File: src/rtl/seg7_pkg.sv
// Shared constants for the seven-segment scan decoder: the active-low glyph
// patterns (bit6=g .. bit0=a), the blank pattern and the frame FSM state type.
package seg7_pkg;

  localparam logic [6:0] SEG_0     = 7'b1000000;
  localparam logic [6:0] SEG_1     = 7'b1111001;
  localparam logic [6:0] SEG_2     = 7'b0100100;
  localparam logic [6:0] SEG_3     = 7'b0110000;
  localparam logic [6:0] SEG_4     = 7'b0011001;
  localparam logic [6:0] SEG_5     = 7'b0010010;
  localparam logic [6:0] SEG_6     = 7'b0000010;
  localparam logic [6:0] SEG_7     = 7'b1111000;
  localparam logic [6:0] SEG_8     = 7'b0000000;
  localparam logic [6:0] SEG_9     = 7'b0010000;
  localparam logic [6:0] SEG_A     = 7'b0001000;
  localparam logic [6:0] SEG_B     = 7'b0000011;
  localparam logic [6:0] SEG_C     = 7'b1000110;
  localparam logic [6:0] SEG_D     = 7'b0100001;
  localparam logic [6:0] SEG_E     = 7'b0000110;
  localparam logic [6:0] SEG_F     = 7'b0001110;
  localparam logic [6:0] SEG_BLANK = 7'b1111111;

  // Frame FSM: COLLECT fills slots, HOLD presents a frame to the consumer.
  typedef logic [0:0] state_t;
  localparam state_t COLLECT = 1'b0;
  localparam state_t HOLD    = 1'b1;

endpackage

File: src/rtl/seg7_to_binary.sv
// Combinational active-low segment pattern to hex nibble decode.
// blank flags the all-off pattern; invalid flags any pattern that is neither a
// hex glyph nor blank. The parent decides whether blank counts as an error.
module seg7_to_binary
  import seg7_pkg::*;
(
  input  logic [6:0] segments,
  output logic [3:0] nibble,
  output logic       invalid,
  output logic       blank
);

  // Table lookup; unknown patterns decode to nibble 0.
  always_comb begin
    nibble  = 4'h0;
    invalid = 1'b0;
    blank   = (segments == SEG_BLANK);
    case (segments)
      SEG_0:   nibble = 4'h0;
      SEG_1:   nibble = 4'h1;
      SEG_2:   nibble = 4'h2;
      SEG_3:   nibble = 4'h3;
      SEG_4:   nibble = 4'h4;
      SEG_5:   nibble = 4'h5;
      SEG_6:   nibble = 4'h6;
      SEG_7:   nibble = 4'h7;
      SEG_8:   nibble = 4'h8;
      SEG_9:   nibble = 4'h9;
      SEG_A:   nibble = 4'hA;
      SEG_B:   nibble = 4'hB;
      SEG_C:   nibble = 4'hC;
      SEG_D:   nibble = 4'hD;
      SEG_E:   nibble = 4'hE;
      SEG_F:   nibble = 4'hF;
      default: invalid = (segments != SEG_BLANK);
    endcase
  end

endmodule

File: src/rtl/seg7_scan_decoder.sv
// Recovers a hex value from a multiplexed seven-segment display scan.
// Each digit is captured once after STABLE_CYCLES identical one-hot samples;
// a full set of digits forms a frame presented with a valid/ready handshake.
// Optional feature: define SEG7_BLANK_DETECT_EN to treat the all-off pattern
// as a valid blank digit and expose blank_mask.
module seg7_scan_decoder
  import seg7_pkg::*;
#(
  parameter int unsigned NUM_DIGITS    = 4,
  parameter int unsigned STABLE_CYCLES = 4
) (
  input  logic                    clock,
  input  logic                    reset,
  input  logic [NUM_DIGITS-1:0]   digit_sel,
  input  logic [6:0]              segments,
  output logic [4*NUM_DIGITS-1:0] value,
  output logic [NUM_DIGITS-1:0]   err_mask,
`ifdef SEG7_BLANK_DETECT_EN
  output logic [NUM_DIGITS-1:0]   blank_mask,
`endif
  output logic                    value_valid,
  input  logic                    value_ready,
  output logic                    overrun
);

  // Counter saturates one past the capture point so a long dwell never recaptures.
  localparam int unsigned CntMax = STABLE_CYCLES + 1;
  localparam int unsigned CntW   = $clog2(CntMax + 1);

  logic [NUM_DIGITS-1:0]   sel_q;
  logic [6:0]              seg_q;
  logic [CntW-1:0]         cnt_q, cnt_d;
  logic                    sel_onehot, same_sample, capture;

  logic [3:0]              dec_nibble;
  logic                    dec_invalid, dec_blank, cap_err;

  logic [4*NUM_DIGITS-1:0] slot_nib_q, slot_nib_d;
  logic [NUM_DIGITS-1:0]   slot_err_q, slot_err_d;
  logic [NUM_DIGITS-1:0]   mask_q, mask_d;

  state_t                  state_q, state_d;
  logic [4*NUM_DIGITS-1:0] value_q, value_d;
  logic [NUM_DIGITS-1:0]   err_q, err_d;
  logic                    valid_q, valid_d;
  logic                    overrun_q, overrun_d;
  logic                    frame_full, handshake, load;

  seg7_to_binary u_dec (
    .segments (segments),
    .nibble   (dec_nibble),
    .invalid  (dec_invalid),
    .blank    (dec_blank)
  );

`ifdef SEG7_BLANK_DETECT_EN
  logic [NUM_DIGITS-1:0] slot_blank_q, slot_blank_d;
  logic [NUM_DIGITS-1:0] blank_q, blank_d;
  assign cap_err    = dec_invalid;
  assign blank_mask = blank_q;
`else
  assign cap_err = dec_invalid | dec_blank;
`endif

  assign sel_onehot  = $onehot(digit_sel);
  assign same_sample = (digit_sel == sel_q) && (segments == seg_q);
  assign capture     = sel_onehot && (cnt_d == CntW'(STABLE_CYCLES));
  assign frame_full  = &mask_q;
  assign handshake   = valid_q && value_ready;

  // Dwell length of the current sample; zero while the select is not one-hot.
  always_comb begin
    cnt_d = cnt_q;
    if (!sel_onehot) begin
      cnt_d = '0;
    end else if (same_sample) begin
      if (cnt_q != CntW'(CntMax)) cnt_d = cnt_q + 1'b1;
    end else begin
      cnt_d = CntW'(1);
    end
  end

  // Write the captured digit into the slot chosen by the one-hot select.
  always_comb begin
    slot_nib_d = slot_nib_q;
    slot_err_d = slot_err_q;
`ifdef SEG7_BLANK_DETECT_EN
    slot_blank_d = slot_blank_q;
`endif
    for (int i = 0; i < int'(NUM_DIGITS); i++) begin
      if (capture && digit_sel[i]) begin
        slot_nib_d[4*i +: 4] = dec_nibble;
        slot_err_d[i]        = cap_err;
`ifdef SEG7_BLANK_DETECT_EN
        slot_blank_d[i]      = dec_blank;
`endif
      end
    end
  end

  // Frame FSM: a full mask loads or drops a frame; a capture in the same
  // cycle counts toward the next frame.
  always_comb begin
    state_d   = state_q;
    valid_d   = valid_q;
    overrun_d = overrun_q;
    mask_d    = mask_q;
    load      = 1'b0;
    if (frame_full) begin
      mask_d = '0;
      if (state_q == COLLECT || handshake) begin
        load    = 1'b1;
        state_d = HOLD;
        valid_d = 1'b1;
      end else begin
        overrun_d = 1'b1;
      end
    end else if (state_q == HOLD && handshake) begin
      state_d = COLLECT;
      valid_d = 1'b0;
    end
    if (capture) mask_d = mask_d | digit_sel;
    value_d = load ? slot_nib_q : value_q;
    err_d   = load ? slot_err_q : err_q;
`ifdef SEG7_BLANK_DETECT_EN
    blank_d = load ? slot_blank_q : blank_q;
`endif
  end

  // Sample history and dwell counter.
  always_ff @(posedge clock) begin
    if (reset) begin
      sel_q <= '0;
      seg_q <= '0;
      cnt_q <= '0;
    end else begin
      sel_q <= digit_sel;
      seg_q <= segments;
      cnt_q <= cnt_d;
    end
  end

  // Digit slot storage.
  always_ff @(posedge clock) begin
    if (reset) begin
      slot_nib_q <= '0;
      slot_err_q <= '0;
`ifdef SEG7_BLANK_DETECT_EN
      slot_blank_q <= '0;
`endif
    end else begin
      slot_nib_q <= slot_nib_d;
      slot_err_q <= slot_err_d;
`ifdef SEG7_BLANK_DETECT_EN
      slot_blank_q <= slot_blank_d;
`endif
    end
  end

  // FSM state, collected mask and held frame outputs.
  always_ff @(posedge clock) begin
    if (reset) begin
      state_q   <= COLLECT;
      mask_q    <= '0;
      value_q   <= '0;
      err_q     <= '0;
      valid_q   <= 1'b0;
      overrun_q <= 1'b0;
`ifdef SEG7_BLANK_DETECT_EN
      blank_q   <= '0;
`endif
    end else begin
      state_q   <= state_d;
      mask_q    <= mask_d;
      value_q   <= value_d;
      err_q     <= err_d;
      valid_q   <= valid_d;
      overrun_q <= overrun_d;
`ifdef SEG7_BLANK_DETECT_EN
      blank_q   <= blank_d;
`endif
    end
  end

  assign value       = value_q;
  assign err_mask    = err_q;
  assign value_valid = valid_q;
  assign overrun     = overrun_q;

endmodule

File: config.mk
export PLATFORM = sky130hd
export DESIGN_NAME = seg7_scan_decoder
export DESIGN_NICKNAME = d
export VERILOG_FILES = /design/src/rtl/seg7_pkg.sv /design/src/rtl/seg7_to_binary.sv /design/src/rtl/seg7_scan_decoder.sv
export SDC_FILE = /design/constraint.sdc
export NUM_CORES = 1
export LEC_CHECK = 0
export CAP_MARGIN = 20
export CORE_MARGIN = 8
export CORE_UTILIZATION = 54
export DETAILED_ROUTE_END_ITERATION = 8
export GPL_ROUTABILITY_DRIVEN = 0
export PLACE_DENSITY = 0.79
export REMOVE_ABC_BUFFERS = 1
export SLEW_MARGIN = 20
export SYNTH_ARGS = -nofsm -noshare
export SYNTH_HDL_FRONTEND = slang
export SYNTH_SLANG_ARGS = --single-unit
File: constraint.sdc
create_clock -name clock -period 3.4 [get_ports clock]
set_clock_uncertainty 0.15 [all_clocks]
set_input_delay 0.68 -clock clock [delete_from_list [all_inputs] [get_ports clock]]
set_output_delay 0.68 -clock clock [all_outputs]
set_load 0.005 [all_outputs]
==> impl_results.md <==
- Worst r2r dst: slot_err_q[0]$_SDFFE_PP0P_
- GRT Overall Usage: 0.157
- Area delta synth->final: 23.5%
- Reg2Reg Depth: 7
- Final WL: 5360 um
- Endpoints failing setup: 0
- Outcome: finished, final reports clean
- EDFF count, synth: 0
- Power Density: 443 mW/mm^2
- Number of port buffers: 35
- Setup Slack @ Placement: -0.262 ns
- Largest net degree at the start of global routing: 39
- Post-synthesis async set-or-reset flop share: 0
- F_max: 307 MHz
- Worst path required time: 3.50 ns
- R2R setup slack: 1.22 ns
- GR Overflow Total: 0
- Nets: 346
- Clock Sinks: 60
- CORE AREA: 0.00469 sq mm
- Rel. slew slack: 0.544
- Actual slew at the worst max-slew pin: 0.683 ns
- First-pass GRT wire length: 8940 um
- Fillers: 388
- Main synth FF type: dfxtp_1
- Hold_ws: 0.301 ns
- Hold Crit Class: flip-flop to flip-flop
- Vias: 2050
- Final Max Tran Viols: 0
- Maximum vdd drop: 0.256 mV
- H-tree lvl count: 3
- Critical path capture point type: flip-flop
- Remaining DRCs: 0
- Seq cells post-synth: 60
- Worst-Skew Late Latency: 0.33 ns
- Clock slew at reported path FFs: 0.06 ns
- Final min period: 3.26 ns
- Hold Violations, Final: 0
- Setup CP Type: input pin to flip-flop
- # Max-Cap Violations: 0
- Cell Area, Synth: 0.00260 sq mm
- Detailed-route wire length per cell: 13.9 um
- Ant diodes: 0
- Synth Area per Inst: 9.04 sq um
- Starting Density: 0.555
- Hold Path Stages: 2
- Post-Synthesis Cells: 288
- DP HPWL: 3750 um
- Post-route setup TNS: 0 ns
- Top cells by area, synth: dfxtp_1 46%, mux2i_1 7.7%, nand2_1 6.8%, nand2b_1 6.2%, a21oi_1 5.0%
- WHS Endpoint: value[10]$_SDFFE_PP0P_
- Share of cells above drive strength 1: 0.0937
- Die H: 85.4 um
- Startpoint Class: input pin
- Setup ws final: 0.142 ns
- CTS tree: done
- Die footprint: 0.00730 sq mm
- Share of Yosys cell area claimed by the top area cell type: 0.461
- Count of hold-fix buffers inserted at cts: 0
- Distinct cells, synth: 43
- Critical Path Fanout Max: 6
- Critical path data arrival time: 3.36 ns
- CTS Buf Count: 9
- Non-filler cells, final: 385
- Placed cell count: 370
- Yosys warns: 0
- Seq/Total Area, Yosys: 0.461
- Root buffer cell: clkbuf_8
- Post-route ant nets: 0
- Worst R2R Start: cnt_q[0]$_SDFF_PP0_
- Final period utilization: 0.958
- Vias in the first global route: 1917
- RSZ-0062 raised after global routing: no
- DR pass1 iterations: 4
- Io pins: 36
- Leak: 1.24 nW
- Initial antenna violation count: 0
- Vias per Instance: 5.32
- Cell taking the most area after synthesis: dfxtp_1
- Row Count: 25
- Die span in x: 85.4 um
- Initial DRC Count: 158
- Clk buf depth: 2
- Hold_sp: value[10]$_SDFFE_PP0P_
[through the flow]
| step | area, sq um | utilization | total power, mW |
|---|---|---|---|
| floorplan | 2540 | - | 0.781 |
| global placement | 3030 | 0.645 | 0.834 |
| detailed placement | 3030 | 0.645 | 0.836 |
| CTS | 3210 | 0.684 | 1.44 |
| global route | 3210 | 0.685 | 1.49 |
| finish | 3210 | 0.685 | 1.43 |
[critical path, cell delays in order]
cell and delay (ns):
clkdlybuf4s50_1 0.47, inv_1 0.07, fa_1 0.52, inv_1 0.04, ha_1 0.17, ha_1 0.28, nor3b_2 0.19, nand4_1 0.17
a2111oi_4 0.22, buf_4 0.20, nand2_2 0.14, mux2i_1 0.21
[synthesized netlist by cell type (2+ instances only)]
master	instances
dfxtp_1	60
nand2_1	47
a21oi_1	26
nand2b_1	26
mux2i_1	20
nor2_1	13
clkbuf_1	12
xnor2_1	11
nor2b_1	10
inv_1	7
ha_1	4
nand2_2	4
nand4_1	4
nor3_1	4
buf_1	3
nor3b_1	3
a211oi_1	2
a31o_2	2
buf_2	2
nor4bb_1	2
o21ai_0	2
or3_1	2
xor2_1	2
[cell type report]
class	count	area, sq um	share of cell area
repair buffers	45	420	0.131
well taps	54	67.6	0.0210
flip-flops and latches	60	1200	0.374
clock buffers	13	149	0.0463
multi-input cells	204	1320	0.409
inverters	7	26.3	0.00817
clock inverters	2	35.0	0.0109
[worst max-delay path by stage]
stage,start,endpoint,cells past startpoint
6_report,digit_sel[0],slot_err_q[0]$_SDFFE_PP0P_,12
3_3_place_gp,digit_sel[0],slot_nib_q[7]$_SDFFE_PP0P_,12
4_1_cts,digit_sel[0],slot_err_q[0]$_SDFFE_PP0P_,12
5_1_grt,digit_sel[0],slot_err_q[0]$_SDFFE_PP0P_,12
3_5_place_dp,digit_sel[0],slot_err_q[0]$_SDFFE_PP0P_,12
2_1_floorplan,digit_sel[0],slot_err_q[3]$_SDFFE_PP0P_,10
[layer usage]
layer | track usage | wire length [um]
met1 | 0.180 | 2400
met2 | 0.240 | 2560
met3 | 0.0608 | 291
met4 | 0.0955 | 111
met5 | 0 | 0
[power breakdown]
group | switching (mW) | leakage [nW] | total, mW | internal, mW
registers | 0.00470 | 0.486 | 0.716 | 0.711
logic | 0.0543 | 0.663 | 0.106 | 0.0520
clock network | 0.249 | 0.0935 | 0.603 | 0.354
total | 0.308 | 1.24 | 1.43 | 1.12
[placed cells by master (no fill, tap or decap), drive strengths merged, types with 2 or more instances in the layout]
master / instances
nor3b: 3
inv: 7
a31o: 2
clkbuf: 13
mux2i: 20
clkdlybuf4s50: 34
nand2: 51
nand4: 4
nor2b: 10
o21ai: 2
xor2: 2
a211oi: 2
buf: 11
nor3: 4
nor4bb: 2
or3: 2
dfxtp: 60
nor2: 13
ha: 4
nand2b: 26
xnor2: 11
a21oi: 26
[logic make-up after synthesis]
family / after synthesis / share of synthesized area
buffers and inverters: 24 / 0.0356
adders and majority gates: 5 / 0.0269
xor gates and xnor gates: 13 / 0.0437
muxes: 20 / 0.0769
DFF: 60 / 0.461
and+or+nand+nor: 124 / 0.249
AOI/OAI and AO/OA: 42 / 0.106
[sequential cells by signal, summed over array words and instances, names as in the netlist]
register and flops:
seg_q 7, sel_q 4, slot_err_q 4, value 16
value_valid 1, slot_nib_q 16, mask_q 4, overrun 1
cnt_q 3, err_mask 4
[what timing repair did]
item | 4_1_cts | 5_1_grt
endpoints found under the setup margin | 0 | 24
setup buffers | 0 | 0
resized for setup | 0 | 1
(Power assumes the default switching activity.)
==> variant 1 (same flow settings) <==
`value_q` no longer has a reset.
--- a/src/rtl/seg7_scan_decoder.sv
+++ b/src/rtl/seg7_scan_decoder.sv
@@ -164,3 +164,2 @@
       mask_q    <= '0;
-      value_q   <= '0;
       err_q     <= '0;
@@ -174,3 +173,2 @@
       mask_q    <= mask_d;
-      value_q   <= value_d;
       err_q     <= err_d;
@@ -184,2 +182,6 @@
 
+  always_ff @(posedge clock) begin
+    value_q <= value_d;
+  end
+
   assign value       = value_q;
Behaviour: no difference found for any inputs over 10 cycles, from zero or initial values and one cycle with reset high; that may be too few to reach the edited logic, so the function may still have changed.
==> variant 1 against the original RTL <==
First-iteration DRC count shrank 33%; sequential cell count unchanged; cell area is 8.3% higher; clock power rose by 18%; power increased by 11%; critical endpoint is now cnt_q[1]; synthesized area is 4.7% higher; count of clock-buffer cells in the layout down 4; worst setup slack worse by 3.2 ps; register-to-register slack got worse by 90 ps; fmax about the same; routed wire length up 1.9%.
==> variant 1: results (changes against the original RTL) <==
run_status:
  status: "completed"  # unchanged
grt:
  grt_pass1_vias: 1991  # was 1917
  grt_pass1_wl_mm: 9.55  # was 8.94 mm
  track_usage: 0.163  # was 0.157
  antenna_found_initial: 0  # unchanged
  grt_max_degree: 29  # was 39
clock_network:
  root_buffer: "clkbuf_8"  # unchanged
  cts.repair.resized: 0  # unchanged
  h-tree-depth: 3  # unchanged
  path_clk_slew_ps: 70
  cts_setup_buffers: 0  # unchanged
  cts_buffers: 9  # unchanged
  cts_max_path_buffers: 2  # unchanged
  clock_latency_ps: 340
job:
  maxCapViolations: 0  # unchanged
timing:
  slew_headroom: 0.702  # was 0.544
  hold_viol_final: 0  # unchanged
hold_path:
  hp-class: "reg -> reg"  # unchanged
yosys:
  synth_cell_types: 50  # was 43
  synth_warnings: 0  # unchanged
  synth_edf_count: 16  # was 0
  yosys-top-cells-count: "dfxtp_1 (44), nor2b_1 (17), edfxtp_1 (16), mux2i_1 (16), nand2_1 (16)"  # was dfxtp_1 (60), nand2_1 (47), a21oi_1 (26), nand2b_1 (26), mux2i_1 (20)
  synthFlopType: "dfxtp_1"  # unchanged
  seq_area_frac_synth: 0.499  # was 0.461
  synthTopCellsByArea: "dfxtp_1 (32%), edfxtp_1 (18%), mux2i_1 (5.9%)"  # was dfxtp_1 (46%), mux2i_1 (7.7%), nand2_1 (6.8%)
  async_reset_ff_frac: 0  # unchanged
worst_setup_path:
  crit_fanout: 2  # was 6
  critPathArrivalTime_ps: 3370  # was 3360 ps
  max_stage_delay_ps: 540  # was 520 ps
  cp_slowest_cell: "fa_1"  # unchanged
drt:
  drt-wirelength-per-cell_um: 14.3  # was 13.9 um
  dr.pass1.iters: 4  # unchanged
  routed_via_density: 5.21  # was 5.32
  drtIter0Drc: 106  # was 158
pwr:
  ir_drop_uv: 282  # was 256 uV
  p_leak_nw: 1.37  # was 1.24 nW
  switching_share: 0.234  # was 0.216
final_layout:
  drive_gt1_frac: 0.158  # was 0.0937
  num-fill-cells: 380  # was 388
  fin_util: 0.700  # was 0.685
  nNetsFinal: 325  # was 346
  n_antenna_cell: 0  # unchanged
placement:
  hpwlAfterDp_mm: 3.85  # was 3.75 mm
  dp_slack_ps: -223  # was -262 ps
  postPlaceCellArea_sq_um: 3250  # was 3030 sq um
  io_buffers: 35  # unchanged
## variant 1: cell types whose count changed after synthesis, sizes merged, moves of 3 or more
cell,change
nand3,+3
and2,+3
o21ai,+4
o2bb2ai,+4
mux2i,-4
nand2b,-12
nor2b,+7
mux2,+4
a21oi,-19
dfxtp,-16
edfxtp,+16
nand4,+5
nor3,+3
nand2,-35
## variant 1: per-stage QoR
step | TNS [ps] | hold WS, ps | std cells
2_1_floorplan | 0 | 251 | 239
3_3_place_gp | -348 | 258 | 365
3_5_place_dp | -918 | 260 | 365
4_1_cts | 0 | 277 | 381
5_1_grt | 0 | 295 | 381
6_report | 0 | 274 | 381
## variant 1: power by group through the flow
| stage | clock, mW | combinational, mW | sequential, mW |
|---|---|---|---|
| 2_1_floorplan | 0 | 0.0638 | 0.757 |
| 3_3_place_gp | 0 | 0.127 | 0.758 |
| 5_1_grt | 0.765 | 0.147 | 0.743 |
| 4_1_cts | 0.726 | 0.130 | 0.742 |
| 3_5_place_dp | 0 | 0.129 | 0.758 |
| 6_report | 0.714 | 0.132 | 0.742 |
## variant 1: worst max-delay path, delay by kind of cell
| kind | cells | cell delay [ps] |
|---|---|---|
| adder cells (fa/ha/maj) | 3 | 990 |
| buffers and inverters | 3 | 590 |
| AO/OA/AOI/OAI | 1 | 140 |
| AND/OR/NAND/NOR | 4 | 970 |
## variant 1: path summary, 6_finish.rpt
check | startpoint | end | slack (ps) | cells past startpoint
setup / recovery | digit_sel[0] | cnt_q[1] | 140 | 11
hold / removal | slot_nib_q[9] | value[9] | 270 | 0
setup reg to reg | cnt_q[1] | slot_nib_q[4] | 1130 | 7
hold reg to reg | slot_nib_q[9] | value[9] | 270 | 0
## variant 1: cells by family (layout without fill, tap and decap cells)
group / after synthesis / count (layout) / synth area share
AO/OA/AOI/OAI: 28 / 28 / 0.0716
XOR/XNOR: 12 / 12 / 0.0454
adder cells (fa/ha/maj): 5 / 5 / 0.0257
buffers and inverters: 24 / 79 / 0.0367
flip-flops: 60 / 60 / 0.499
multiplexers: 20 / 20 / 0.0753
AND/OR/NAND/NOR: 107 / 107 / 0.246
## variant 1: area by class of cell
| type | instances | area share |
|---|---|---|
| sequential | 60 | 0.391 |
| multi-input combinational | 172 | 0.367 |
| timing repair buffer | 56 | 0.146 |
| clock buffer | 9 | 0.0356 |
| clock inverter | 7 | 0.0284 |
| tap | 70 | 0.0252 |
| inverter | 7 | 0.00755 |
## variant 1: metal layers
layer / routed length [um] / up-vias / GRT usage
li1: - / 1002 / -
met1: 2490 / 931 / 0.196
met2: 2590 / 42 / 0.261
met3: 265 / 10 / 0.0462
met4: 122 / 0 / 0.0814
met5: 0 / - / 0
==> variant 2 (same settings) <==
Without the edit above. The package constant `HOLD` goes from 1'b1 to 1'b0.
--- a/src/rtl/seg7_pkg.sv
+++ b/src/rtl/seg7_pkg.sv
@@ -25,3 +25,3 @@
   localparam state_t COLLECT = 1'b0;
-  localparam state_t HOLD    = 1'b1;
+  localparam state_t HOLD    = 1'b0;
 
Function: same outputs for any inputs over 10 cycles, from zero or initial values and one cycle with reset high; that may be too few to reach the edited logic, so the function may still have changed.
==> variant 2 against the original RTL <==
Core utilization rose by 0.59 points; global-route usage rose by 0.98 points; synthesized cell count rose by 1.0%; non-clock buffer count rose by 2; final cell count rose by 0.78%; first-iteration DRC count fell by 18%; sequential cell count fell by 1; synthesized area rose by 0.14%; worst setup slack improved by 210 ps; register-to-register slack barely moved; cell area rose by 0.86%; power rose by 6.5%; routed wire length rose by 6.0%; die area rose by 0.12%; largest cell class unchanged.
==> variant 2: results (changes against the original RTL) <==
final_layout:
  num-fill-cells: 391  # was 388
  drive_gt1_frac: 0.105  # was 0.0937
  clock_cell_area_share: 0.0664  # was 0.0572
  multi_input_area_share: 0.403  # was 0.409
  nNetsFinal: 349  # was 346
  num-multi-input-gates: 205  # was 204
  nonClkBufAreaFrac: 0.136  # was 0.131
  areaGrowthSynthToFinish_pct: 24.3  # was 23.5%
  n_all_inverters: 8  # was 7
  n_all_buffers: 47  # was 45
  final.clkbuf_count: 10  # was 13
  seq_area_sq_um: 1180  # was 1200 sq um
worst_setup_path:
  r2r_start: "seg_q[5]"  # was cnt_q[0]
  max_stage_delay_ps: 540  # was 520 ps
  critPathArrivalTime_ps: 3150  # was 3360 ps
  crit_fanout: 5  # was 6
yosys:
  seq_area_frac_synth: 0.453  # was 0.461
  synth_cell_types: 44  # was 43
  syn_area_per_cell_sq_um: 8.96  # was 9.04 sq um
  yosys-top-cells-count: "nand2_1 (69), dfxtp_1 (59), a21oi_1 (26), mux2i_1 (20), clkbuf_1 (14)"  # was dfxtp_1 (60), nand2_1 (47), a21oi_1 (26), nand2b_1 (26), mux2i_1 (20)
  ys_ff_latch: 59  # was 60
  synthTopCellsByArea: "dfxtp_1 (45%), nand2_1 (9.9%), mux2i_1 (7.7%)"  # was dfxtp_1 (46%), mux2i_1 (7.7%), nand2_1 (6.8%)
grt:
  track_usage: 0.167  # was 0.157
  grtUsageMet1: 0.185  # was 0.180
  grt_pass1_wl_mm: 9.72  # was 8.94 mm
  grt_use_met3: 0.0564  # was 0.0608
  grt_max_degree: 26  # was 39
pwr:
  ir_drop_uv: 433  # was 256 uV
  pg_clk_uw: 696  # was 603 uW
  p_leak_nw: 1.32  # was 1.24 nW
  pwr-share-comb: 0.078  # was 0.075
  p_int_mw: 1.18  # was 1.12 mW
run_status:
  status: "completed"  # unchanged
drt:
  met2_length_mm: 2.95  # was 2.56 mm
  routed_wl_mm: 5.68  # was 5.36 mm
  drtIter0Drc: 129  # was 158
  dr.pass1.iters: 7  # was 4
  met1_length_mm: 2.37  # was 2.40 mm
  dr_total_vias: 2117  # was 2050
placement:
  postPlaceCellArea_sq_um: 3020  # was 3030 sq um
  hpwlAfterDp_mm: 3.95  # was 3.75 mm
  io_buffers: 34  # was 35
  dp_slack_ps: 9.87  # was -262 ps
hold_path:
  worstHoldStart: "slot_nib_q[10]"  # was value[10]
job:
  maxCapViolations: 0  # unchanged
timing:
  tightest_slew_ps: 732  # was 683 ps
-- variant 2: logic make-up after synthesis --
logic type      Yosys count  share of synthesized area
simple gates            126                      0.263
compound gates           40                     0.0893
mux                      20                     0.0768
other cells               1                    0.00144
xor+xnor                 13                     0.0437
fa+ha+maj                 5                     0.0269
flops                    59                      0.453
buf+inv                  27                     0.0461
-- variant 2: metrics by stage --
stage	hold WS, ps	std cells	util	total power, mW
final	301	388	0.691	1.52
after floorplan	276	272	-	0.773
after detailed placement	298	372	0.643	0.837
after global routing	319	388	0.691	1.58
after CTS	308	387	0.689	1.53
after global placement	293	372	0.643	0.833
-- variant 2: path summary, 6_finish.rpt --
kind / slack, ps / endpoint / cells after the start
max: 350 / cnt_q[1] / 12
min: 300 / value[10] / 2
max reg2reg: 1220 / slot_nib_q[8] / 5
min reg2reg: 300 / value[10] / 2
